--- config.mk ---
export PLATFORM = sky130hd
export DESIGN_NAME = mem_req_arbiter
export DESIGN_NICKNAME = d
export VERILOG_FILES = /design/src/rtl/mem_req_arbiter_pkg.sv /design/src/rtl/arb_tag_fifo.sv /design/src/rtl/mem_req_arbiter.sv
export SDC_FILE = /design/constraint.sdc
export NUM_CORES = 1
export LEC_CHECK = 0
export CAP_MARGIN = 15
export CORE_AREA = 5 5 154 156
export CTS_BUF_LIST = sky130_fd_sc_hd__clkbuf_4
export DETAILED_ROUTE_END_ITERATION = 10
export DIE_AREA = 0 0 159 161
export DONT_BUFFER_PORTS = 1
export HOLD_SLACK_MARGIN = 0.03
export SLEW_MARGIN = 20
export SYNTH_ARGS = -nofsm -noshare
export SYNTH_HDL_FRONTEND = slang
export SYNTH_SLANG_ARGS = --single-unit
--- constraint.sdc ---
create_clock -name i_clk -period 2.3 [get_ports i_clk]
set_clock_uncertainty 0.1 [all_clocks]
set_input_delay 0.23 -clock i_clk [delete_from_list [all_inputs] [get_ports i_clk]]
set_output_delay 0.23 -clock i_clk [all_outputs]
set_load 0.005 [all_outputs]
--- src/rtl/mem_req_arbiter_pkg.sv ---
// Shared defaults and encodings for the memory request arbiter.
// Default widths match the mem_controller array and memory/VPI port.
package mem_req_arbiter_pkg;

    localparam int unsigned DEF_CONTROLLERS_WIDTH = 2;
    localparam int unsigned DEF_DATA_WIDTH        = 32;
    localparam int unsigned DEF_ADDR_WIDTH        = 31;
    localparam int unsigned DEF_TID_WIDTH         = 16;
    localparam int unsigned DEF_OUTSTANDING       = 4;

    localparam logic [0:0] ST_IDLE  = 1'b0;
    localparam logic [0:0] ST_ISSUE = 1'b1;

    // A one-requester index still needs a 1-bit field.
    function automatic int unsigned idx_width(input int unsigned n);
        return (n > 1) ? $clog2(n) : 1;
    endfunction

endpackage

--- src/rtl/arb_tag_fifo.sv ---
// Small synchronous FIFO holding the source index of each issued request.
// Wrap-around pointers; DEPTH must be a power of two.
module arb_tag_fifo
    import mem_req_arbiter_pkg::*;
#(
    parameter int unsigned DEPTH = DEF_OUTSTANDING,
    parameter int unsigned WIDTH = 1,
    localparam int unsigned PW   = $clog2(DEPTH),
    localparam int unsigned CNTW = PW + 1
) (
    input  logic             i_clk,
    input  logic             i_reset,
    input  logic             i_push,
    input  logic [WIDTH-1:0] i_data,
    input  logic             i_pop,
    output logic [WIDTH-1:0] o_head,
    output logic [CNTW-1:0]  o_count,
    output logic             o_full,
    output logic             o_empty
);

    logic [WIDTH-1:0] r_mem [DEPTH];
    logic [PW-1:0]    r_wr_ptr;
    logic [PW-1:0]    r_rd_ptr;
    logic [CNTW-1:0]  r_count;
    logic             w_push;
    logic             w_pop;

    assign o_full  = (r_count == CNTW'(DEPTH));
    assign o_empty = (r_count == '0);
    assign o_count = r_count;
    assign o_head  = r_mem[r_rd_ptr];
    assign w_push  = i_push && !o_full;
    assign w_pop   = i_pop && !o_empty;

    always_ff @(posedge i_clk) begin
        if (w_push) begin
            r_mem[r_wr_ptr] <= i_data;
        end
    end

    always_ff @(posedge i_clk) begin
        if (i_reset) begin
            r_wr_ptr <= '0;
            r_rd_ptr <= '0;
            r_count  <= '0;
        end else begin
            if (w_push) begin
                r_wr_ptr <= r_wr_ptr + PW'(1);
            end
            if (w_pop) begin
                r_rd_ptr <= r_rd_ptr + PW'(1);
            end
            if (w_push && !w_pop) begin
                r_count <= r_count + CNTW'(1);
            end else if (w_pop && !w_push) begin
                r_count <= r_count - CNTW'(1);
            end
        end
    end

endmodule

--- src/rtl/mem_req_arbiter.sv ---
// Round-robin arbiter sharing one memory/VPI port among per-controller FIFO pairs.
// Responses return in issue order and are steered by a FIFO of source indices.
module mem_req_arbiter
    import mem_req_arbiter_pkg::*;
#(
    parameter int unsigned CONTROLLERS_WIDTH = DEF_CONTROLLERS_WIDTH,
    parameter int unsigned DATA_WIDTH        = DEF_DATA_WIDTH,
    parameter int unsigned ADDR_WIDTH        = DEF_ADDR_WIDTH,
    parameter int unsigned TID_WIDTH         = DEF_TID_WIDTH,
    parameter int unsigned REQ_WIDTH         = 1 + ADDR_WIDTH + DATA_WIDTH,
    parameter int unsigned DP_DATA_WIDTH     = TID_WIDTH + REQ_WIDTH,
    parameter int unsigned VPI_DATA_WIDTH    = TID_WIDTH + DATA_WIDTH,
    parameter int unsigned OUTSTANDING       = DEF_OUTSTANDING
) (
    input  logic                                      i_clk,
    input  logic                                      i_reset,
    output logic [CONTROLLERS_WIDTH-1:0]              o_read_ctr_pack,
    input  logic [DP_DATA_WIDTH*CONTROLLERS_WIDTH-1:0]  i_data_in_pack,
    input  logic [CONTROLLERS_WIDTH-1:0]              i_empty_flag_pack,
    output logic [CONTROLLERS_WIDTH-1:0]              o_write_ctr_pack,
    output logic [VPI_DATA_WIDTH*CONTROLLERS_WIDTH-1:0] o_data_out_pack,
    input  logic [CONTROLLERS_WIDTH-1:0]              i_full_flag_pack,
    output logic                                      o_mem_req_valid,
    input  logic                                      i_mem_req_ready,
    output logic [DP_DATA_WIDTH-1:0]                  o_mem_req_data,
    input  logic                                      i_mem_rsp_valid,
    output logic                                      o_mem_rsp_ready,
    input  logic [VPI_DATA_WIDTH-1:0]                 i_mem_rsp_data,
    output logic                                      o_proto_err
);

    localparam int unsigned IDXW = idx_width(CONTROLLERS_WIDTH);
    localparam int unsigned CNTW = $clog2(OUTSTANDING) + 1;

    logic [0:0]               r_state;
    logic [DP_DATA_WIDTH-1:0] r_req_data;
    logic [IDXW-1:0]          r_rr_ptr;
    logic                     r_proto_err;

    logic                     w_found;
    logic [IDXW-1:0]          w_grant;
    logic [IDXW-1:0]          w_cand;
    logic [DP_DATA_WIDTH-1:0] w_grant_data;
    logic                     w_slot_free;
    logic                     w_can_grant;
    logic                     w_rsp_fire;
    logic [IDXW-1:0]          w_tag_head;
    logic [CNTW-1:0]          w_tag_count;
    logic                     w_tag_full;
    logic                     w_tag_empty;

    // Search rr_ptr, rr_ptr+1, ... for the first non-empty request FIFO.
    always_comb begin
        w_found = 1'b0;
        w_grant = '0;
        w_cand  = '0;
        for (int unsigned k = 0; k < CONTROLLERS_WIDTH; k++) begin
            w_cand = IDXW'((32'(r_rr_ptr) + k) % CONTROLLERS_WIDTH);
            if (!w_found && !i_empty_flag_pack[w_cand]) begin
                w_found = 1'b1;
                w_grant = w_cand;
            end
        end
    end

    always_comb begin
        w_grant_data = '0;
        for (int unsigned i = 0; i < CONTROLLERS_WIDTH; i++) begin
            if (w_grant == IDXW'(i)) begin
                w_grant_data = i_data_in_pack[i*DP_DATA_WIDTH +: DP_DATA_WIDTH];
            end
        end
    end

    // Full tag FIFO blocks the grant even if a response pops it this cycle.
    assign w_slot_free     = (r_state == ST_IDLE) || i_mem_req_ready;
    assign w_can_grant     = !i_reset && w_slot_free && w_found && !w_tag_full;
    assign o_mem_rsp_ready = !i_reset && (w_tag_count != '0) && !i_full_flag_pack[w_tag_head];
    assign w_rsp_fire      = i_mem_rsp_valid && o_mem_rsp_ready;

    always_comb begin
        o_read_ctr_pack  = '0;
        o_write_ctr_pack = '0;
        o_data_out_pack  = '0;
        for (int unsigned i = 0; i < CONTROLLERS_WIDTH; i++) begin
            o_read_ctr_pack[i]  = w_can_grant && (w_grant == IDXW'(i));
            o_write_ctr_pack[i] = w_rsp_fire && (w_tag_head == IDXW'(i));
            o_data_out_pack[i*VPI_DATA_WIDTH +: VPI_DATA_WIDTH] = i_mem_rsp_data;
        end
    end

    always_ff @(posedge i_clk) begin
        if (i_reset) begin
            r_state     <= ST_IDLE;
            r_req_data  <= '0;
            r_rr_ptr    <= '0;
            r_proto_err <= 1'b0;
        end else begin
            if (w_can_grant) begin
                r_state    <= ST_ISSUE;
                r_req_data <= w_grant_data;
                r_rr_ptr   <= (w_grant == IDXW'(CONTROLLERS_WIDTH - 1)) ? '0
                                                                         : w_grant + IDXW'(1);
            end else if ((r_state == ST_ISSUE) && i_mem_req_ready) begin
                r_state <= ST_IDLE;
            end
            if (i_mem_rsp_valid && w_tag_empty) begin
                r_proto_err <= 1'b1;
            end
        end
    end

    assign o_mem_req_valid = (r_state == ST_ISSUE);
    assign o_mem_req_data  = r_req_data;
    assign o_proto_err     = r_proto_err;

    arb_tag_fifo #(
        .DEPTH (OUTSTANDING),
        .WIDTH (IDXW)
    ) u_tag_fifo (
        .i_clk   (i_clk),
        .i_reset (i_reset),
        .i_push  (w_can_grant),
        .i_data  (w_grant),
        .i_pop   (w_rsp_fire),
        .o_head  (w_tag_head),
        .o_count (w_tag_count),
        .o_full  (w_tag_full),
        .o_empty (w_tag_empty)
    );

endmodule

==> results.md <==
* Die area at 25600 um2
* GRT overflow at 0
* CP Launch Type: flop
* CP startpoint: u_tag_fifo.r_mem[1]
* Hold Crit Class: input port to flop
* CTS buffer count at 9
* Vias in the first global route at 3723
* Violated checks: hold timing, setup timing
* Final number of setup-violating endpoints at 1
* Max-cap violations at 0
* Clk slew on worst S/H paths at 0.16 ns
* Core Area at 22230 um2
* Largest net degree at the start of global routing at 93
* Largest stage delay on the critical path at 0.49 ns
* Tmin final at 2.423 ns
* Seq cells post-synth at 96
* Die H at 161 um
* Final net count at 723
* Clock Power Share at roughly a quarter
* Pre-CTS setup slack at -0.09835 ns
* Net Sw Frac at 33.67%
* Max VDD drop at 0.2471 mV
* Sw Pwr at ~1.4 mW
* Proportion of layout cells with a drive suffix above 1 at slightly below 9%
* Crit-path leading delay family: multiplexers
* CP Max Fanout at 2
* Total design power at 4.282 mW
* WP buf/inv at 1
* Hold_sp: i_reset
* WL final at approximately 17000 um
* Total Routing Usage GR at 11.84%
* CP required at 2.58 ns
* Crit path DAT at 2.71 ns
* Max Freq at 0.4127 GHz
* Outcome: complete, but fails checks
* First drt pass iteration count at 4
* Syn_nets at 834
* R2r startpoint: u_tag_fifo.r_mem[1]
* CTS tree: built
* Worst setup margin at -0.1233 ns
* Cell Int Power at 2.840 mW
* Drt drc at 0
* Synth cell types at 33
* Crit Path Class: flop to flop
* Mean Syn Cell Area at ~8 um2
* Final hold viol count at 88
* First-pass GRT wire length at 23640 um
* Critical Path Sink Type: flop
* Final Wtd Congestion at 0.7557
* Vias/cell at between 4 and 5
* Io pins at 399
* Post-DP HPWL at ~11000 um
* Die Wd at 159 um
* Combinational share of power at a little under a quarter
* Final Max Tran Viols at 0
* Leakage dissipation at 1.758 nW
* DR iter-0 viols at around 260
* WHS at -0.2598 ns
* Initial antenna violation count at 1
* IO Port Bufs at 0
* Post-synthesis sequential area ratio at 40.01%
* Post-synthesis cell area at 4903 um2
* Max Buffers Root-to-Sink at 2
* Clock latency on the worst-skew pair at about 0.44 ns
* Headroom to the max-slew limit at 69.83%
* Slowest CP cell: mux4_2
* Num rows at 55
* Synth Instances at 612
* Root Driver: clkbuf_4
* Initial Utilization at 22.06%
* Via Count at 3773
* H-tree depth at 3
* Layout area overhead at -2.373%
* Final ANT Viol Nets at 0
* Seq pwr share at between 50 and 60%
* Fin crit share at 105.4%
* CTS sink count at 96
* Hold_buf cts at 5
* Crit-path cells: mux4_2 -> mux2i_2 -> nand3_2 -> ha_4 -> inv_2 -> fa_2 -> xor2_1 -> or3_1 -> a21oi_1
* RSZ-0062 raised after global routing: yes
* Ys Warns at 0
* Per-cell routed wire length at 20.89 um
* Power per Cell Area at between 800 and 900 nW/um2
* Tightest Pin Transition at 0.4515 ns
[power by group through the flow]
stage	Clock (mW)	Combinational, mW	Sequential [mW]
floorplan	0	0.872	2.13
global placement	0	0.837	2.23
finish	1.08	1.02	2.19
global route	1.21	1.15	2.22
detailed placement	0	0.859	2.24
CTS	1.16	0.989	2.20
[path summary, 6_finish.rpt]
| check | to | slack (ns) | cells after the start |
|---|---|---|---|
| max | u_tag_fifo.o_count[2] | -0.12 | 9 |
| min | u_tag_fifo.o_count[2] | -0.26 | 1 |
| max reg2reg | u_tag_fifo.o_count[2] | -0.12 | 9 |
| min reg2reg | flop | 0.38 | 1 |
[cells in the final DEF, fill, tap and decap left out, types with 2 or more instances in the layout]
| cell | Yosys | final |
|---|---|---|
| edfxtp_1 | 4 | 4 |
| buf_12 | 0 | 3 |
| xor2_1 | 2 | 2 |
| and2_1 | 6 | 6 |
| inv_2 | 1 | 2 |
| a311oi_1 | 80 | 80 |
| mux2i_1 | 5 | 5 |
| ha_1 | 5 | 4 |
| clkbuf_4 | 0 | 10 |
| dlygate4sd3_1 | 0 | 5 |
| nor3_1 | 2 | 2 |
| clkinv_4 | 0 | 2 |
| buf_4 | 97 | 9 |
| inv_1 | 4 | 3 |
| dfxtp_1 | 92 | 91 |
| bufinv_16 | 0 | 2 |
| nor2_1 | 90 | 88 |
| nand2b_1 | 2 | 2 |
| nand2_1 | 160 | 160 |
| nor2_2 | 0 | 2 |
| a21oi_1 | 2 | 2 |
[through the flow]
stage | instances | hold slack (ns) | cell area, um2 | utilization, % | setup TNS (ns)
final | 792 | -0.2598 | 4787 | 21.54 | -0.1233
after global routing | 792 | -0.3604 | 4787 | 21.54 | -1.136
after CTS | 787 | -0.3439 | 4742 | 21.33 | -0.3014
after detailed placement | 762 | 0.2105 | 4441 | 19.98 | -0.09835
after global placement | 762 | 0.2091 | 4441 | 19.98 | -0.04861
after floorplan | 612 | 0.2695 | 4920 | - | -0.08881
[Yosys cell counts, drive strengths merged]
cell	count	area share, %
dfxtp	92	38
edfxtp	4	2.4
ha	5	1.3
o21ai	1	0.10
nand2b	2	0.26
xor2	2	0.36
nor2	90	6.9
o22ai	1	0.13
xnor2	1	0.18
a21o	1	0.15
clkbuf	23	2.0
buf	119	17
a311oi	80	14
nor3	2	0.20
fa	1	0.41
and2	7	0.92
nand2	160	12
nor3b	2	0.41
nand4	1	0.13
nand3	1	0.20
or2	1	0.13
or2b	1	0.18
or3	1	0.13
mux4	1	0.46
a21oi	2	0.20
mux2i	6	1.3
inv	5	0.38
[flip-flops by register name, indices dropped and copies added, names as in the netlist, named ones only]
signal,cells
u_tag_fifo.o_count,3
o_mem_req_valid,1
r_rr_ptr,1
o_proto_err,1
u_tag_fifo.r_mem,4
u_tag_fifo.r_wr_ptr,2
u_tag_fifo.r_rd_ptr,2
o_mem_req_data,80
[timing repair]
item | 4_1_cts | 5_1_grt
setup endpoints to repair | 5 | 8
gates cloned | 2 | 1
pin swaps | 1 | 1
hold endpoints to repair | 92 | 89
gates resized for setup | 2 | 1
buffers inserted | 2 | 3
[layout make-up]
| type | instances | area [um2] |
|---|---|---|
| multi-input combinational | 369 | 2017 |
| sequential | 96 | 1963 |
| fill | 2465 | 17440 |
| clock buffer | 10 | 75.07 |
| clock inverter | 6 | 91.34 |
| antenna | 1 | 2.502 |
| timing repair buffer | 20 | 262.8 |
| tap | 285 | 356.6 |
| inverter | 5 | 18.77 |
[per-layer routing]
metal / global-route usage [%] / routed length [um]
met1: 14.30 / 6516
met2: 18.67 / 7932
met3: 4.159 / 1473
met4: 6.049 / 618
met5: 0 / 0
[kinds of logic after synthesis]
group	after synthesis	synth area share [%]
and+or+nand+nor	268	21.69
buffers and inverters	147	19.44
DFF	96	40.01
AOI/OAI and AO/OA	85	14.88
muxes	7	1.761
adders and majority gates	6	1.684
xor gates and xnor gates	3	0.5359
(Power assumes the default switching activity.)
